--- src/rtl/tt_completion_fifo.sv ---
// tt_completion_fifo: buffers VPU retire records onto the OVI completion channel
// and paces freed issue-queue slots back to the core as one credit per cycle.
module tt_completion_fifo #(
  parameter int DEPTH = 4,
  parameter int CREDITS = 4
) (
  input  logic                         clk,
  input  logic                         reset_n,
  input  logic                         vpu_done_valid,
  output logic                         vpu_done_ready,
  input  logic [4:0]                   vpu_done_sb_id,
  input  logic [63:0]                  vpu_done_dest_reg,
  input  logic [4:0]                   vpu_done_fflags,
  input  logic                         vpu_done_vxsat,
  input  logic                         vpu_done_illegal,
  input  logic                         completion_hold,
  output logic                         completion_valid,
  output logic [4:0]                   completion_sb_id,
  output logic [63:0]                  completion_dest_reg,
  output logic [4:0]                   completion_fflags,
  output logic                         completion_vxsat,
  output logic                         completion_illegal,
  input  logic                         free_valid,
  input  logic [$clog2(CREDITS):0]     free_cnt,
  output logic                         issue_credit
);
  localparam int AW = $clog2(DEPTH);
  localparam int CW = $clog2(CREDITS) + 1;
  localparam int RW = 5 + 64 + 5 + 1 + 1;
  logic [RW-1:0] mem [DEPTH];
  logic [AW-1:0] wr_ptr, rd_ptr;
  logic wr_ph, rd_ph, full, empty, push, pop;
  logic [CW-1:0] cnt;
  logic [CW:0] cnt_sum;
  assign full = wr_ptr == rd_ptr && wr_ph != rd_ph;
  assign empty = wr_ptr == rd_ptr && wr_ph == rd_ph;
  assign vpu_done_ready = !full;
  assign push = vpu_done_valid && !full;
  assign pop = !empty && !completion_hold;
  assign cnt_sum = {1'b0, cnt} + (free_valid ? {1'b0, free_cnt} : {(CW+1){1'b0}})
                 - {{CW{1'b0}}, cnt != '0};
  always_ff @(posedge clk)
    if (push) mem[wr_ptr] <= {vpu_done_sb_id, vpu_done_dest_reg, vpu_done_fflags, vpu_done_vxsat, vpu_done_illegal};
  always_ff @(posedge clk or negedge reset_n)
    if (!reset_n) begin
      wr_ptr <= '0;
      rd_ptr <= '0;
      wr_ph <= 1'b0;
      rd_ph <= 1'b0;
      cnt <= '0;
      completion_valid <= 1'b0;
      {completion_sb_id, completion_dest_reg, completion_fflags, completion_vxsat, completion_illegal} <= '0;
      issue_credit <= 1'b0;
    end else begin
      if (push) begin
        wr_ptr <= wr_ptr + 1'b1;
        if (wr_ptr == AW'(DEPTH - 1)) wr_ph <= !wr_ph;
      end
      if (pop) begin
        rd_ptr <= rd_ptr + 1'b1;
        if (rd_ptr == AW'(DEPTH - 1)) rd_ph <= !rd_ph;
        {completion_sb_id, completion_dest_reg, completion_fflags, completion_vxsat, completion_illegal} <= mem[rd_ptr];
      end
      completion_valid <= pop;
      // overflow is a core protocol error; saturate so the counter never wraps
      cnt <= cnt_sum > (CW+1)'(CREDITS) ? CW'(CREDITS) : cnt_sum[CW-1:0];
      issue_credit <= cnt != '0;
    end
  credit_overflow: assert property (@(posedge clk) disable iff (!reset_n) cnt_sum <= (CW+1)'(CREDITS));
endmodule

--- config.mk ---
export PLATFORM = sky130hd
export DESIGN_NAME = tt_completion_fifo
export DESIGN_NICKNAME = d
export VERILOG_FILES = /design/src/rtl/tt_completion_fifo.sv
export SDC_FILE = /design/constraint.sdc
export NUM_CORES = 1
export LEC_CHECK = 0
export ABC_AREA = 1
export ABC_CLOCK_PERIOD_IN_PS = 6600
export BUFFER_PORTS_ARGS = -buffer_cell sky130_fd_sc_hd__clkbuf_2
export CAP_MARGIN = 5
export CORE_MARGIN = 4
export CORE_UTILIZATION = 48
export DETAILED_ROUTE_END_ITERATION = 8
export GPL_TIMING_DRIVEN = 0
export PLACE_DENSITY_LB_ADDON = 0.1
export SLEW_MARGIN = 15
export SYNTH_ARGS = -nofsm -noshare
export SYNTH_HDL_FRONTEND = slang
export SYNTH_SLANG_ARGS = --single-unit
--- constraint.sdc ---
create_clock -name clk -period 6.6 [get_ports clk]
set_clock_uncertainty 0.2 [all_clocks]
set_input_delay 1.32 -clock clk [delete_from_list [all_inputs] [get_ports clk]]
set_output_delay 1.32 -clock clk [all_outputs]
set_load 0.005 [all_outputs]
==> results of run 1 <==
-- kinds of logic (layout without fill, tap and decap cells) --
family / Yosys count / in the layout / share of synthesized area
buffers and inverters: 240 / 491 / 0.0611
flip-flops: 391 / 391 / 0.711
adder cells (fa/ha/maj): 12 / 12 / 0.00992
AND/OR/NAND/NOR: 887 / 887 / 0.217
AO/OA/AOI/OAI: 1 / 1 / 0.000315
other: 0 / 4 / 0
XOR/XNOR: 1 / 1 / 0.000551
-- layout by cell type (no fill, tap or decap), drive strengths merged --
master,synthesis,layout
a21oi,1,1
buf,37,49
bufinv,0,1
clkbuf,29,261
clkinv,0,5
dfrtp,87,87
diode,0,4
edfxtp,304,304
fa,1,1
ha,11,11
inv,174,175
nand2,793,793
nand3,86,86
nand4,2,2
nor2,6,6
xor2,1,1
-- area by class of cell --
class                   count  area [µm²]  share of cell area
plain buffers              66         318              0.0168
inverters                 174         656              0.0347
well taps                 442         553              0.0292
clock buffers              70        1240              0.0654
diodes                      4        10.0            0.000529
repair buffers            174        1130              0.0600
multi-input cells         901        3640               0.193
clock inverters             7        61.3             0.00324
flip-flops and latches    391       11300               0.598
-- worst max-delay path by stage --
stage / end / cells past startpoint / startpoint / slack (ps)
after floorplan: mem[0][0]$_DFFE_PP_ / 2 / vpu_done_valid / 1280
after global placement: mem[1][47]$_DFFE_PP_ / 3 / vpu_done_valid / -1860
after detailed placement: mem[0][53]$_DFFE_PP_ / 6 / vpu_done_valid / 3160
after CTS: vpu_done_ready / 6 / rd_ptr[1]$_DFFE_PN0P_ / 3240
after global routing: vpu_done_ready / 6 / rd_ptr[1]$_DFFE_PN0P_ / 3180
final: vpu_done_ready / 5 / rd_ptr[0]$_DFFE_PN0P_ / 3260
-- metal layers --
metal	global-route usage	vias to the layer above	wire length, µm
met5	0	-	14
met4	0.0501	2	722
met3	0.0411	69	2080
met2	0.329	255	16800
met1	0.272	4948	15900
li1	-	5272	-
-- stage by stage --
stage / area (µm²) / TNS (ps) / setup WS, ps
2_1_floorplan: 15900 / 0 / 1280
3_3_place_gp: 17300 / -384690 / -1860
3_5_place_dp: 17600 / 0 / 3160
4_1_cts: 18900 / 0 / 3240
5_1_grt: 18900 / 0 / 3180
6_report: 18900 / 0 / 3260
-- report_power, final --
part	internal [mW]	switching, mW
combinational	0.962	1.89
sequential	3.35	0.214
clock	1.31	0.875
total	5.62	2.98
-- worst max-delay path: cells and delay by family, from the launching register on --
family	cells	cell delay (ps)
buffers and inverters	2	450
AND/OR/NAND/NOR	3	440
flip-flops	1	400
==> impl_metrics.py, run 1 <==
metrics = {
    "job": {
        "max_cap_viol_count": 0,
    },
    "layout": {
        "fin_util": 0.580,
        "num-fill-cells": 2770,
        "drive_gt1_frac": 0.151,
        "largest_reg_flops": 304,
        "final_nets": 1846,
        "instances_no_fill": 2229,
        "syn2layout_area_growth_pct": 19.0,
    },
    "setup_path": {
        "r2r_setup_slack_ps": 3520,
        "r2r_cells": 10,
        "worstPathCellList": "inv_2 -> nand2_1 -> nand2_1 -> nand3_1 -> clkbuf_2",
        "crit_path_max_incr_delay_ps": 400,
        "crit_type": "reg2out",
        "startpoint_type": "flop",
        "r2r_start": "rd_ptr[1]$_DFFE_PN0P_",
        "crit_top_cell": "nand2_1",
        "r2r-end": "mem[0][62]$_DFFE_PP_",
        "cpMaxStageDelayCell": "dfrtp_1",
        "cp_max_fo": 10,
        "required_ps": 5080,
        "cp-end-kind": "output pin",
        "cp.arrival_ps": 1820,
    },
    "placement": {
        "globalplace.congestion": 0.760,
        "dp_hpwl_um": 22600,
        "numPlacedInstances": 2148,
        "io_buffers": 162,
    },
    "floorplan": {
        "fp.dieH_um": 190,
        "initial_core_util": 0.487,
        "rows": 66,
        "pin_count": 163,
        "die_x_um": 190,
        "dieArea_mm2": 0.0361,
        "fp.coreArea_mm2": 0.0326,
    },
    "route": {
        "first_pass_iters": 5,
        "viasPerCell": 4.73,
        "drtAntennaViolNets": 0,
        "wl_per_cell_um": 15.9,
        "dr_total_vias": 10500,
        "totalWireLength_um": 35500,
        "initialDrtViolationCount": 518,
        "route.detailed.drc": 0,
    },
    "clocking": {
        "clk_pin_slew_worst_paths_ps": 60,
        "tritoncts": "yes",
        "clockRootBuffer": "clkbuf_16",
        "clock-sinks": 391,
        "clk_latency_ps": 520,
        "cts_resized": 0,
        "cts_inserted_buffers": 42,
        "htreeDepth": 2,
        "cts.path.max_buffers": 3,
        "cts_setup_buffers": 0,
        "cts-hold-fix-buffers": 0,
    },
    "synth": {
        "synth_edf_count": 304,
        "synth-seq-cells": 391,
        "yosysMostFrequentCell": "nand2_1",
        "syn_nets": 1628,
        "synthCells": 1532,
        "yosys_warnings": 0,
        "synth_cell_type_count": 19,
        "synth.largest_area_cell": "edfxtp_1",
        "synth.area.top_cells": "edfxtp_1 57%, nand2_1 19%, dfrtp_1 14%",
        "avgSynthCellArea_um2": 10.4,
        "ys.flop_type": "edfxtp_1",
        "ys_seq_area_frac": 0.711,
        "syn-cell-area_mm2": 0.0159,
        "synth.top_cell.area_share": 0.574,
        "async_flop_share": 0.223,
        "synthTopCellsByCount": "792 x nand2_1, 304 x edfxtp_1, 171 x inv_1, 87 x dfrtp_1, 85 x nand3_1",
    },
    "timing": {
        "tightest_slew_ps": 761,
        "relSlewSlack": 0.492,
        "fin_hold_ws_ps": 274,
        "hold_viol_final": 0,
        "report.final.slew_viol_count": 0,
        "setup_violations": 0,
        "rsz0062_at_grt": "no",
        "fin_crit_sh": 0.505,
        "post-route-min-period_ps": 3340,
        "max_freq_mhz": 300,
    },
    "power_and_ir_drop": {
        "power_mw": 8.61,
        "p_leak_nw": 8.91,
        "peakVddDrop_mv": 0.314,
        "pwr_density_cell_mw_per_mm2": 455,
    },
    "hold_path": {
        "min_path_cells": 2,
        "worstHoldStart": "cnt[2]$_DFF_PN0_",
        "min_path_type": "reg2reg",
        "hold-path-endpoint": "issue_credit$_DFF_PN0_",
    },
    "global_route": {
        "grt_antenna_before_repair": 5,
        "grt_pass1_wl_um": 56300,
        "grt_use_total": 0.199,
        "grt-ovfl-total": 0,
        "grt_max_degree": 88,
        "grt_pass1_vias": 10400,
    },
    "run_status": {
        "outcome": "complete, no violations",
    },
}
(Power assumes the default switching activity.)
==> inputs of run 2 (changes only) <==
- ABC_CLOCK_PERIOD_IN_PS: 6600 -> 3200
- clock period: 6.6 -> 3.2 ns (I/O delays scaled with it)
==> impl_metrics.py, run 2 (synthesized netlist as in run 1, its figures left out) <==
metrics = {
    "clocking": {
        "clock-sinks": 391,
        "clk_latency_ps": 520,
        "htreeDepth": 2,
        "cts.path.max_buffers": 3,
        "cts_setup_buffers": 0,
        "tritoncts": "yes",
        "clk_pin_slew_worst_paths_ps": 60,
        "clockRootBuffer": "clkbuf_16",
        "cts_inserted_buffers": 42,
    },
    "power_and_ir_drop": {
        "peakVddDrop_mv": 0.466,
        "power_mw": 18.1,
        "pwr_density_cell_mw_per_mm2": 948,
        "p_leak_nw": 9.01,
    },
    "floorplan": {
        "initial_core_util": 0.487,
        "die_x_um": 190,
        "rows": 66,
        "pin_count": 163,
        "fp.dieH_um": 190,
        "fp.coreArea_mm2": 0.0326,
        "dieArea_mm2": 0.0361,
    },
    "setup_path": {
        "r2r_start": "rd_ptr[1]$_DFFE_PN0P_",
        "worst-path-buf-inv": 4,
        "required_ps": 3230,
        "worstPathCellList": "buf_2 -> inv_2 -> nand2_1 -> nand2_1 -> nand3_1 -> nand2_1 -> nor2_4 -> buf_16 -> buf_16",
        "startpoint_type": "flop",
        "crit_top_cell": "nand2_1",
        "cp.arrival_ps": 2990,
        "crit_type": "reg2reg",
        "cp_top_family": "simple AND/OR/NAND/NOR gates",
        "cp-end-kind": "flop",
        "crit_path_max_incr_delay_ps": 730,
        "crit_path_start": "rd_ptr[1]$_DFFE_PN0P_",
        "cpMaxStageDelayCell": "nor2_4",
        "cp_max_fo": 18,
    },
    "placement": {
        "pre_cts_slack_ps": 232,
        "dp_hpwl_um": 22900,
        "numPlacedInstances": 2150,
        "io_buffers": 162,
        "globalplace.congestion": 0.775,
    },
    "timing": {
        "max_freq_mhz": 337,
        "tightest_slew_ps": 846,
        "post-route-min-period_ps": 2960,
        "fin_hold_ws_ps": 129,
        "report.final.slew_viol_count": 0,
        "relSlewSlack": 0.435,
        "rsz0062_at_grt": "no",
        "fin_crit_sh": 0.926,
        "setup_violations": 0,
        "hold_viol_final": 0,
        "setup_slack_ps": 235,
    },
    "layout": {
        "final_common_cell": "nand2_1",
        "instances_no_fill": 2232,
        "final_nets": 1849,
        "num-fill-cells": 2783,
        "syn2layout_area_growth_pct": 20.2,
        "drive_gt1_frac": 0.161,
        "largest_reg_flops": 304,
        "layout_common_cells": "792 x nand2_1, 304 x edfxtp_1, 170 x inv_1",
    },
    "route": {
        "wl_per_cell_um": 16.0,
        "first_pass_iters": 7,
        "viasPerCell": 4.71,
        "initialDrtViolationCount": 701,
        "drtAntennaViolNets": 0,
        "route.detailed.drc": 0,
        "totalWireLength_um": 35800,
        "dr_total_vias": 10500,
    },
    "global_route": {
        "grt_use_total": 0.199,
        "grt_max_degree": 63,
        "grt_antenna_before_repair": 4,
        "grt_pass1_vias": 10400,
        "grt_pass1_wl_um": 56300,
        "grt-ovfl-total": 0,
    },
    "hold_path": {
        "worstHoldStart": "vpu_done_dest_reg[61]",
        "min_path_type": "in2reg",
    },
    "run_status": {
        "outcome": "complete, no violations",
    },
    "job": {
        "max_cap_viol_count": 0,
    },
}
-- run 2: changes by cell type in the layout (fill, tap and decap cells not counted), moves of 2 or more --
cell,change
clkbuf_16,+2
clkinvlp_4,+2
clkbuf_1,-16
clkbuf_8,+3
clkinv_2,+8
-- run 2: worst register-to-register path: cells and delay by family (launching register included) --
kind	cells	cell delay, ps
AND/OR/NAND/NOR	5	1340
flip-flops	1	340
buffers and inverters	4	770
-- run 2: layout make-up --
cell class	count	area [µm²]	area share
Multi-Input combinational cell	901	3640	0.191
Clock buffer	59	1270	0.0664
Antenna cell	3	7.51	0.000393
Timing Repair Buffer	177	1190	0.0624
Buffer	66	318	0.0166
Sequential cell	391	11300	0.592
Tap cell	442	553	0.0290
Clock inverter	19	158	0.00825
Inverter	174	656	0.0343
-- run 2: per-layer routing --
metal | global-route usage | part of all wire | vias up | wire length (µm)
met4 | 0.0470 | 0.015 | 2 | 535
met5 | 0 | 0.00050 | - | 18
met1 | 0.272 | 0.45 | 4956 | 16100
met3 | 0.0361 | 0.052 | 40 | 1850
li1 | - | - | 5281 | -
met2 | 0.336 | 0.48 | 234 | 17300
-- run 2: timing repair --
action                    4_1_cts  5_1_grt
hold endpoints to repair       25        0
hold buffers                    1        0
gates resized for setup         0        0
-- run 2: final timing paths --
check	endpoint	slack, ps	depth (start not counted)
worst max-delay path	mem[0][74]$_DFFE_PP_	240	9
worst min-delay path	mem[1][68]$_DFFE_PP_	130	1
worst max register to register	mem[0][74]$_DFFE_PP_	240	9
worst min register to register	completion_dest_reg[6]$_DFFE_PN0P_	270	2
max in group asynchronous	completion_dest_reg[44]$_DFFE_PN0P_	1800	3
min in group asynchronous	completion_dest_reg[4]$_DFFE_PN0P_	370	2
-- run 2: report_power, final --
group / switching (mW) / internal [mW] / leakage (nW)
clock: 1.93 / 2.93 / 0.708
sequential: 0.443 / 6.91 / 3.86
combinational: 3.89 / 2.00 / 4.45
total: 6.26 / 11.8 / 9.01
-- run 2: per-stage QoR --
step | TNS, ps | cell area (µm²) | utilization
after floorplan | -102470 | 15900 | -
after global placement | -618750 | 17300 | 0.529
after detailed placement | 0 | 17700 | 0.541
after CTS | 0 | 19100 | 0.585
after global routing | 0 | 19100 | 0.586
final | 0 | 19100 | 0.586
==> inputs of run 3 (changes only) <==
- CORE_MARGIN: 4 -> 2
- CTS_BUF_LIST: unset -> sky130_fd_sc_hd__clkbuf_8
- PLACE_DENSITY: unset -> 0.67
- PLACE_DENSITY_LB_ADDON: 0.1 -> unset
==> impl_metrics.py, run 3 (synthesized netlist as in run 1, its figures left out) <==
metrics = {
    "global_route": {
        "grt-ovfl-total": 0,
        "grt_pass1_wl_um": 55600,
        "grt_antenna_before_repair": 2,
        "grt_max_degree": 88,
        "grt_use_total": 0.211,
        "grt_pass1_vias": 10600,
    },
    "setup_path": {
        "crit_type": "reg2reg",
        "cp-end-kind": "flop",
        "cp.arrival_ps": 2880,
        "startpoint_type": "flop",
        "cp_max_fo": 18,
        "required_ps": 3290,
    },
    "clocking": {
        "clk_pin_slew_worst_paths_ps": 70,
        "clock-sinks": 391,
        "cts.path.max_buffers": 3,
        "clk_latency_ps": 590,
        "htreeDepth": 2,
        "clockRootBuffer": "clkbuf_8",
        "tritoncts": "yes",
        "cts_inserted_buffers": 61,
    },
    "power_and_ir_drop": {
        "pwr_density_cell_mw_per_mm2": 933,
        "p_seq_frac": 0.416,
        "clkPwrFrac": 0.251,
        "p_leak_nw": 9.04,
        "peakVddDrop_mv": 0.439,
        "comb_power_share": 0.334,
        "p_sw_frac": 0.353,
        "switchingPower_mw": 6.25,
        "power.internal_mw": 11.4,
    },
    "floorplan": {
        "fp.coreArea_mm2": 0.0325,
        "rows": 66,
        "initial_core_util": 0.489,
        "fp.dieH_um": 186,
        "pin_count": 163,
        "die_x_um": 186,
        "dieArea_mm2": 0.0346,
    },
    "layout": {
        "num-fill-cells": 2766,
        "multi_input_area_mm2": 0.00364,
        "final_common_cell": "nand2_1",
        "largest_reg_flops": 304,
        "drive_gt1_frac": 0.165,
        "syn2layout_area_growth_pct": 19.3,
        "instances_no_fill": 2264,
        "layout_common_cells": "792 x nand2_1, 304 x edfxtp_1, 189 x inv_1",
        "regArea_mm2": 0.0113,
        "final_nets": 1867,
    },
    "route": {
        "totalWireLength_um": 35800,
        "route.detailed.drc": 0,
        "dr_total_vias": 10700,
        "viasPerCell": 4.74,
        "wl_per_cell_um": 15.8,
        "initialDrtViolationCount": 670,
        "drtAntennaViolNets": 0,
        "first_pass_iters": 5,
    },
    "placement": {
        "globalplace.congestion": 0.764,
        "io_buffers": 162,
        "dp_hpwl_um": 22400,
        "numPlacedInstances": 2149,
    },
    "job": {
        "max_cap_viol_count": 0,
    },
    "timing": {
        "relSlewSlack": 0.492,
        "hold_viol_final": 0,
        "post-route-min-period_ps": 2790,
        "report.final.slew_viol_count": 0,
        "tightest_slew_ps": 763,
        "rsz0062_at_grt": "no",
        "fin_hold_ws_ps": 56.5,
        "final.setup.tns_ps": 0,
        "fin_crit_sh": 0.871,
        "setup_violations": 0,
        "max_freq_mhz": 359,
    },
    "run_status": {
        "outcome": "complete, no violations",
    },
    "hold_path": {
        "min_path_type": "in2reg",
    },
}
run 3: layout make-up:
cell class                 count  area share
multi-input combinational    901       0.192
buffer                        66      0.0168
timing repair buffer         176      0.0618
antenna                        2    0.000264
clock buffer                  69      0.0501
sequential                   391       0.596
inverter                     174      0.0346
clock inverter                43      0.0189
tap                          442      0.0292
run 3: path summary, 6_finish.rpt:
| kind | startpoint | endpoint | slack [ps] | depth (start not counted) |
|---|---|---|---|---|
| max reg2reg | rd_ptr[1]$_DFFE_PN0P_ | mem[0][26]$_DFFE_PP_ | 410 | 9 |
| min in group asynchronous | reset_n | completion_dest_reg[4]$_DFFE_PN0P_ | 500 | 2 |
| min reg2reg | completion_dest_reg[57]$_DFFE_PN0P_ | completion_dest_reg[57]$_DFFE_PN0P_ | 270 | 2 |
| max in group asynchronous | reset_n | completion_dest_reg[54]$_DFFE_PN0P_ | 1780 | 2 |
| min | vpu_done_dest_reg[46] | mem[3][53]$_DFFE_PP_ | 60 | 1 |
| max | rd_ptr[1]$_DFFE_PN0P_ | mem[0][26]$_DFFE_PP_ | 410 | 9 |
run 3: layer usage:
layer | wire length, µm | track usage
met5 | 0 | 0
met1 | 15300 | 0.272
met2 | 17500 | 0.359
met3 | 2380 | 0.0464
met4 | 633 | 0.0620
run 3: timing repair:
item,in CTS,in global routing
endpoints found under the hold margin,87,0
setup endpoints to repair,0,0
gates resized for setup,0,0
buffers inserted,0,0
hold buffers,1,0
run 3: worst max-delay path: stages, from the launching register on:
cell and delay, ps:
dfrtp_1 340, buf_2 250, inv_2 110, nand2_1 70, nand2_1 80, nand3_1 190, nand2_1 270, nor2_4 530
buf_16 250, buf_16 190
run 3: power by group through the flow:
stage	Clock (mW)	Combinational, mW	Sequential (mW)
after floorplan	0	3.52	7.49
after global placement	0	5.48	7.53
after detailed placement	0	5.95	7.45
after CTS	4.52	5.98	7.36
after global routing	4.75	6.71	7.48
final	4.43	5.90	7.35
run 3: per-stage QoR:
stage	util	total power, mW	area (µm²)	setup slack [ps]
floorplan	-	11.0	15900	-449
global placement	0.531	13.0	17300	-2280
detailed placement	0.542	13.4	17600	415
CTS	0.583	17.9	19000	420
global route	0.583	18.9	19000	293
finish	0.583	17.7	19000	413
